===== src/rtl/gemm_result_writer.sv =====
// GeMM result writer: buffers result tiles in a small FIFO
// and commits them to the output SRAM at consecutive addresses.
module gemm_result_writer #(
  parameter int AddrWidth = 16,
  parameter int DataWidth = 128,
  parameter int M         = 4,
  parameter int N         = 4,
  parameter int FifoDepth = 4
) (
  input  logic                 clk_i,
  input  logic                 rst_i,
  input  logic                 start_i,
  input  logic [AddrWidth-1:0] M_size_i,
  input  logic [AddrWidth-1:0] N_size_i,
  input  logic [AddrWidth-1:0] base_addr_i,
  input  logic                 result_valid_i,
  input  logic [DataWidth-1:0] result_data_i,
  output logic                 sram_req_o,
  input  logic                 sram_gnt_i,
  output logic                 sram_we_o,
  output logic [AddrWidth-1:0] sram_addr_o,
  output logic [DataWidth-1:0] sram_wdata_o,
  output logic                 busy_o,
  output logic                 done_o,
  output logic                 error_o
);

  localparam int MSh = $clog2(M);
  localparam int NSh = $clog2(N);
  localparam int PW  = $clog2(FifoDepth);
  localparam logic [PW:0] Depth = (PW+1)'(FifoDepth);

  typedef enum logic [1:0] {
    S_IDLE = 2'd0,
    S_RUN  = 2'd1,
    S_DONE = 2'd2
  } state_t;

  state_t               r_state;
  logic [AddrWidth-1:0] r_total;
  logic [AddrWidth-1:0] r_base;
  logic [AddrWidth-1:0] r_accepted;
  logic [AddrWidth-1:0] r_written;
  logic                 r_error;

  logic [DataWidth-1:0] r_mem [FifoDepth];
  logic [PW-1:0]        r_wptr;
  logic [PW-1:0]        r_rptr;
  logic [PW:0]          r_count;

  logic [AddrWidth-1:0] w_msz;
  logic [AddrWidth-1:0] w_nsz;
  logic [AddrWidth-1:0] w_total;
  logic                 w_run;
  logic                 w_start;
  logic                 w_empty;
  logic                 w_full;
  logic                 w_pop;
  logic                 w_push;
  logic                 w_drop;
  logic                 w_last;

  assign w_msz   = M_size_i >> MSh;
  assign w_nsz   = N_size_i >> NSh;
  assign w_total = w_msz * w_nsz;

  assign w_run   = (r_state == S_RUN);
  assign w_start = (r_state == S_IDLE) && start_i;
  assign w_empty = (r_count == '0);
  assign w_full  = (r_count == Depth);

  // The head is never bypassed: a pop needs an entry already stored.
  assign w_pop  = w_run && !w_empty && sram_gnt_i;
  assign w_push = w_run && result_valid_i
               && (r_accepted < r_total)
               && (!w_full || w_pop);
  assign w_drop = w_run && result_valid_i && !w_push;
  assign w_last = w_pop
               && ((r_written + AddrWidth'(1)) == r_total);

  assign sram_req_o   = w_run && !w_empty;
  assign sram_we_o    = sram_req_o;
  assign sram_addr_o  = w_run ? (r_base + r_written) : '0;
  assign sram_wdata_o = w_run ? r_mem[r_rptr] : '0;

  assign busy_o  = (r_state == S_RUN) || (r_state == S_DONE);
  assign done_o  = (r_state == S_DONE);
  assign error_o = r_error;

  // Control FSM, tile counters and sticky drop flag.
  always_ff @(posedge clk_i or posedge rst_i) begin
    if (rst_i) begin
      r_state    <= S_IDLE;
      r_total    <= '0;
      r_base     <= '0;
      r_accepted <= '0;
      r_written  <= '0;
      r_error    <= 1'b0;
    end else begin
      unique case (r_state)
        S_IDLE: begin
          if (start_i) begin
            r_total    <= w_total;
            r_base     <= base_addr_i;
            r_accepted <= '0;
            r_written  <= '0;
            r_error    <= 1'b0;
            r_state    <= (w_total == '0) ? S_DONE : S_RUN;
          end
        end
        S_RUN: begin
          if (w_push) r_accepted <= r_accepted + AddrWidth'(1);
          if (w_pop)  r_written  <= r_written + AddrWidth'(1);
          if (w_drop) r_error    <= 1'b1;
          if (w_last) r_state    <= S_DONE;
        end
        S_DONE: r_state <= S_IDLE;
        default: r_state <= S_IDLE;
      endcase
    end
  end

  // Result FIFO storage and occupancy.
  always_ff @(posedge clk_i or posedge rst_i) begin
    if (rst_i) begin
      r_wptr  <= '0;
      r_rptr  <= '0;
      r_count <= '0;
      for (int i = 0; i < FifoDepth; i++) r_mem[i] <= '0;
    end else if (w_start) begin
      r_wptr  <= '0;
      r_rptr  <= '0;
      r_count <= '0;
    end else begin
      if (w_push) begin
        r_mem[r_wptr] <= result_data_i;
        r_wptr        <= r_wptr + PW'(1);
      end
      if (w_pop) r_rptr <= r_rptr + PW'(1);
      if (w_push && !w_pop)      r_count <= r_count + (PW+1)'(1);
      else if (!w_push && w_pop) r_count <= r_count - (PW+1)'(1);
    end
  end

endmodule


===== config.mk =====
export PLATFORM = sky130hd
export DESIGN_NAME = gemm_result_writer
export DESIGN_NICKNAME = d
export VERILOG_FILES = /design/src/rtl/gemm_result_writer.sv
export SDC_FILE = /design/constraint.sdc
export NUM_CORES = 1
export LEC_CHECK = 0
export CORE_ASPECT_RATIO = 0.9
export CORE_MARGIN = 1.5
export CORE_UTILIZATION = 60
export CTS_BUF_LIST = sky130_fd_sc_hd__clkbuf_4
export DETAILED_ROUTE_END_ITERATION = 8
export PLACE_DENSITY = 0.85
export SLEW_MARGIN = 20
export SYNTH_ARGS = -nofsm -noshare
export SYNTH_HDL_FRONTEND = slang
export SYNTH_SLANG_ARGS = --single-unit

===== constraint.sdc =====
create_clock -name clk_i -period 22.5 [get_ports clk_i]
set_input_delay 4.5 -clock clk_i [delete_from_list [all_inputs] [get_ports clk_i]]
set_output_delay 4.5 -clock clk_i [all_outputs]
set_load 0.05 [all_outputs]

==> results.yml, run 1 <==
clock_tree:
  post_cts_buffers: 0
  root_buffer: "clkbuf_4"
  ctsResizeCount: 0
  htreeDepth: 4
  cts_buffers: 152
  path_clk_slew_ns: 0.07
  cts_hold_buf: 0
  clk_latency_ns: 1.04
  clk_path_buf_depth: 3
  cts_tree: "done"
  clock_sinks: 586
synth:
  synthTopCellsByArea: "dfrtp_1, mux2_4, mux4_2"
  synth_top_cell_by_area: "dfrtp_1"
  synth_edf_count: 0
  synth_cell_types: 64
  syn_area_sq_um: 33800
  synth-seq-cells: 586
  syn_inst: 2412
  syn_nets: 2757
  yosys_warnings: 0
  yosys_most_used_dff: "dfrtp_1"
  synth_top_area_share_pct: 43.4
  synth_area_per_cell_sq_um: 14.0
  seq_area_frac_synth_pct: 43.4
  async_flop_share_pct: 100
place:
  dp_slack_ns: 11.81
  hpwl_microns: 51600
  place_congestion: 0.871
  postPlaceCellArea_sq_um: 37100
  portBuffers: 325
route:
  dr_wl_met2_microns: 39800
  drt_iter0_drc: 1209
  m1WireLength_microns: 33600
  wl_met3_microns: 4700
  postRouteWirelength_microns: 80800
  top_layer: "met5"
  vias_per_cell: 5.83
  firstDrtPassIters: 5
  remaining_drc_errors: 0
  vias: 21200
  final_antenna_net_count: 0
  wl_per_cell_microns: 22.2
timing:
  setup_viol: 0
  slew_headroom_pct: 24.7
  post-route-min-period_ns: 9.65
  fmax_mhz: 104
  slew_violations: 0
  finalClockSkew_ns: 0.0884
  worst_pin_slew_ns: 1.13
  finalHoldViolations: 0
  rsz0062_at_grt: "false"
  holdWs_ns: 0.491
  totalNegativeSetupSlack_ns: 0
  period_share_pct: 42.9
  worst_slack_ns: 12.85
floorplanning:
  die_width_microns: 253
  dieHeight_microns: 228
  start_util_pct: 60.7
  ioPinCount: 330
  die-area_sq_um: 57800
  num_rows: 82
  coreArea_sq_um: 55700
critical_path:
  crit_path_top_delay_cell: "clkdlybuf4s50_1"
  r2r_cells: 12
  reg2reg_to: "r_mem[482]$_DFFE_PP0P_"
  worstSetupPathType: "in -> reg"
  crit_fanout: 14
  critPathMaxStageDelay_ns: 0.72
  cpMostUsedCell: "fa_1"
  path_cells: "clkdlybuf4s50_1, and2_1, fa_1, inv_1, fa_1, inv_1, fa_1, fa_1, fa_1, inv_1, fa_1, inv_1, ha_1, a21oi_1, nor2b_1, a41o_1, nor2_1, xnor2_1, nand4b_1, nor3_1, and4_1, o221a_1"
  worst_setup_path_end_kind: "register"
  crit_arrival_ns: 10.59
  start_kind: "primary input"
  rrSetupSlack_ns: 17.13
  r2r-start: "r_total[9]$_DFFE_PP0P_"
  worstPathRequired_ns: 23.44
outcome:
  status: "completed"
layout:
  post-route-cell-area_sq_um: 39100
  area_growth_pct: 15.7
  fin_nets: 3111
  drive_above_1_share_pct: 30.9
pwr:
  power_density_nw_per_um2: 127
  p_leak_nw: 19.4
  vdd_ir_drop_max_mv: 0.104
  total_power_mw: 4.95
global_route:
  first_global_vias: 23500
  grt_antenna_before_repair: 13
  grt_max_degree: 152
  overflow: 0
  grt_use_total_pct: 29.0
  grt_pass1_wl_microns: 131000
min_path:
  hold_end: "r_mem[507]$_DFFE_PP0P_"
  holdPathStages: 1
  worstHoldPathType: "reg -> reg"
  hold_start: "r_mem[507]$_DFFE_PP0P_"
run:
  maxCapViolCount: 0
## how the worst max path moves through the flow
stage	start	endpoint	slack [ns]	cells after the start
2_1_floorplan	rst_i	error_o$_DFFE_PP0P_	1.60	1
3_3_place_gp	N_size_i[4]	r_state[1]$_DFFE_PP0P_	11.91	22
3_5_place_dp	N_size_i[4]	r_state[1]$_DFFE_PP0P_	11.81	22
4_1_cts	N_size_i[4]	r_state[1]$_DFFE_PP0P_	12.91	22
5_1_grt	N_size_i[4]	r_state[1]$_DFFE_PP0P_	12.55	22
6_report	N_size_i[4]	r_state[1]$_DFFE_PP0P_	12.85	22
## state kept, by name, indices dropped and copies added, names as in the netlist
register / flops
r_written: 16
r_rptr: 2
error_o: 1
r_accepted: 16
r_total: 16
r_mem: 512
r_count: 3
r_wptr: 2
r_base: 16
r_state: 2
## layout by cell type (no fill, tap or decap), drive strengths merged, types with 6 or more instances in the layout
cell type / Yosys / final
and3: 6 / 6
a21o: 24 / 24
ha: 83 / 83
xnor2: 55 / 55
fa: 81 / 81
nand3: 20 / 20
clkbuf: 63 / 218
nand2: 176 / 176
o21ai: 47 / 47
a22o: 13 / 13
nand4: 10 / 10
nand2b: 8 / 8
nor2b: 8 / 8
o211ai: 9 / 9
o21bai: 6 / 6
or3: 7 / 7
xor2: 27 / 27
mux4: 128 / 128
mux2: 516 / 516
buf: 82 / 20
clkinv: 0 / 26
a21oi: 34 / 34
diode: 0 / 10
nor2: 31 / 31
dfrtp: 586 / 586
nor3: 21 / 21
inv: 127 / 132
clkdlybuf4s50: 0 / 325
and2: 197 / 197
## stage by stage
stage | utilization (%) | cells
6_report | 70.2 | 3633
5_1_grt | 70.2 | 3631
4_1_cts | 70.1 | 3623
3_5_place_dp | 66.7 | 3368
3_3_place_gp | 66.7 | 3368
2_1_floorplan | - | 2412
## layer usage
layer,up-vias,track usage [%]
met2,672,47.7
li1,9199,-
met4,12,12.1
met1,11100,37.3
met3,185,6.30
met5,-,0
## power by group
part           switching [mW]  internal, mW
clock network           0.462         0.493
logic                    1.12          1.20
registers               0.254          1.42
## Yosys cell counts, types with 5 or more instances
cell type and count:
a21o_1 24, nand4_1 10, a21oi_1 33, ha_1 83, o21ai_0 40, fa_1 81
mux2_4 480, mux2_1 32, buf_12 10, dfrtp_1 586, xor2_1 27, nor2b_1 8
inv_1 127, buf_6 46, nor2_1 30, or3_1 7, nand2b_1 8, clkbuf_1 63
o211ai_1 8, nand2_1 176, and2_1 197, xnor2_1 55, mux4_2 128, o21ai_1 7
nor3_1 20, buf_2 5, a22o_1 13, buf_1 19, nand3_1 16, and3_1 6
o21bai_1 6
## cell families (layout without fill, tap and decap cells)
group,count (synthesis),count (layout),synth area share (%)
adders and majority gates,164,164,7.87
xor gates and xnor gates,82,82,2.12
DFF,586,586,43.4
buffers and inverters,272,727,4.59
other,0,10,0
muxes,647,647,31.1
AOI/OAI and AO/OA,162,162,3.13
and+or+nand+nor,499,499,7.78
## area by class of cell
cell class	instances	area [sq um]
Antenna cell	10	25.0
Fill cell	3584	16600
Timing Repair Buffer	345	3440
Inverter	127	489
Tap cell	756	946
Sequential cell	586	14700
Clock buffer	218	1640
Clock inverter	37	300
Multi-Input combinational cell	1554	17600
## worst max-delay path, delay by kind of cell
kind / cells / cell delay, ns
adder cells (fa/ha/maj): 7 / 3.33
AND/OR/NAND/NOR: 6 / 1.17
buffers and inverters: 5 / 0.92
AO/OA/AOI/OAI: 3 / 0.57
XOR/XNOR: 1 / 0.09
(Power assumes the default switching activity.)
==> inputs of run 2 (changes only) <==
Settings changed: CORE_UTILIZATION 60 to 54, PLACE_DENSITY 0.85 to 0.81.
Clock period 22.5 ns to 8.7 ns, I/O delays scaled along.
==> results.yml, run 2 (synthesis results as in run 1) <==
outcome:
  status: "completed"
place:
  dpl.cell_count: 3445
  portBuffers: 325
  dp_slack_ns: 0.899
  hpwl_microns: 49400
  place_congestion: 0.877
clock_tree:
  ctsResizeCount: 0
  htreeDepth: 4
  clk_path_buf_depth: 3
  cts_hold_buf: 0
  post_cts_buffers: 0
  clk_latency_ns: 1.01
  cts_buffers: 155
  cts_tree: "done"
  path_clk_slew_ns: 0.07
  root_buffer: "clkbuf_4"
  clock_sinks: 586
timing:
  finalHoldViolations: 0
  finalClockSkew_ns: 0.0834
  post-route-min-period_ns: 6.84
  slew_violations: 0
  worst_slack_ns: 1.86
  slew_headroom_pct: 30.4
  setup_viol: 0
  rsz0062_at_grt: "false"
  period_share_pct: 78.6
  worst_pin_slew_ns: 1.04
  fmax_mhz: 146
  totalNegativeSetupSlack_ns: 0
critical_path:
  worst_setup_path_end_kind: "register"
  cpMostUsedCell: "fa_1"
  critPathMaxStageDelay_ns: 0.70
  crit_fanout: 14
  crit_path_top_delay_cell: "clkdlybuf4s50_1"
  worstPathRequired_ns: 9.60
  crit_arrival_ns: 7.74
  worstSetupPathType: "in -> reg"
  path_cells: "clkdlybuf4s50_1, and2_1, fa_1, inv_1, fa_1, inv_1, fa_1, fa_1, fa_1, inv_1, fa_1, inv_1, ha_1, a21oi_1, nor2b_1, a41o_1, nor2_1, xnor2_1, nand4b_1, nor3_1, and4_1, o221a_1"
  start_kind: "primary input"
  worst-path-buf-inv: 5
  critPathTopFamily: "adder cells"
pwr:
  vdd_ir_drop_max_mv: 0.243
  power_density_nw_per_um2: 323
  p_leak_nw: 19.4
layout:
  largest_reg_flops: 512
  area_growth_pct: 16.1
  multi_input_area_sq_um: 17600
  drive_above_1_share_pct: 30.6
  final_cell_mix: "dfrtp_1, mux2_4, clkdlybuf4s50_1"
  top_register: "r_mem"
  fillers: 4442
  stdcell_count: 3714
  final_common_cell: "dfrtp_1"
  seq_area_sq_um: 14700
  utilization_pct: 63.7
  fin_nets: 3112
global_route:
  overflow: 0
  first_global_vias: 23100
  grt_use_total_pct: 25.2
  grt_pass1_wl_microns: 127000
  grt_antenna_before_repair: 8
  grt_max_degree: 188
route:
  final_antenna_net_count: 0
  vias_per_cell: 5.63
  postRouteWirelength_microns: 78000
  drt_iter0_drc: 1358
  firstDrtPassIters: 4
  wl_per_cell_microns: 21.0
  remaining_drc_errors: 0
  vias: 20900
floorplanning:
  die-area_sq_um: 64100
  num_rows: 86
  coreArea_sq_um: 61500
  dieHeight_microns: 240
  start_util_pct: 54.9
  ioPinCount: 330
  die_width_microns: 267
min_path:
  worstHoldPathType: "reg -> reg"
run:
  maxCapViolCount: 0
==> run 2: cell count changes in the layout (fill, tap and decap cells not counted), sizes merged <==
cell      delta
inv          -2
clkinv      +12
clkbuf       -3
diode        -4
clkinvlp     +2
bufinv       -2
buf          -2
==> run 2: final cells by class <==
class	instances	share of cell area [%]
inverters	127	1.22
multi-input cells	1554	44.9
clock buffers	215	4.11
diodes	6	0.0383
flip-flops and latches	586	37.4
clock inverters	47	0.698
well taps	836	2.67
repair buffers	343	8.97
==> run 2: worst reg2reg max path, cell delays in order, from the launching register on <==
cell,delay [ns]
dfrtp_1,0.38
inv_1,0.10
ha_1,0.33
a21o_1,0.19
a21o_1,0.17
a21oi_1,0.22
a21oi_1,0.14
a21boi_2,0.27
and3_1,0.63
nand3_4,0.55
buf_12,0.47
mux2_1,0.66
==> run 2: power breakdown <==
| part | internal (mW) | switching, mW | total [mW] |
|---|---|---|---|
| sequential | 3.67 | 0.622 | 4.29 |
| combinational | 3.12 | 2.87 | 5.99 |
| clock | 1.20 | 1.17 | 2.38 |
==> run 2: metal layers <==
metal  share of wire [%]  GRT usage (%)
met5               0.078              0
met2                  49           40.9
met4                 2.2           9.54
met1                  43           32.7
met3                 6.2           6.40
==> run 2: through the flow <==
stage	hold slack (ns)	cell area (sq um)	power, mW
2_1_floorplan	0.452	33800	8.81
3_3_place_gp	0.469	37300	10.1
3_5_place_dp	0.473	37300	10.3
4_1_cts	0.493	39200	12.8
5_1_grt	0.508	39200	13.5
6_report	0.488	39200	12.7
==> run 2: worst paths after layout <==
| path | startpoint | to | slack (ns) | depth (start not counted) |
|---|---|---|---|---|
| setup / recovery | N_size_i[4] | r_state[1]$_DFFE_PP0P_ | 1.86 | 22 |
| hold reg to reg | r_mem[120]$_DFFE_PP0P_ | r_mem[120]$_DFFE_PP0P_ | 0.49 | 1 |
| max in group asynchronous | rst_i | r_mem[334]$_DFFE_PP0P_ | 5.49 | 4 |
| setup reg to reg | r_total[9]$_DFFE_PP0P_ | r_mem[505]$_DFFE_PP0P_ | 4.46 | 11 |
| min in group asynchronous | rst_i | r_mem[267]$_DFFE_PP0P_ | 1.17 | 2 |
| hold / removal | r_mem[120]$_DFFE_PP0P_ | r_mem[120]$_DFFE_PP0P_ | 0.49 | 1 |
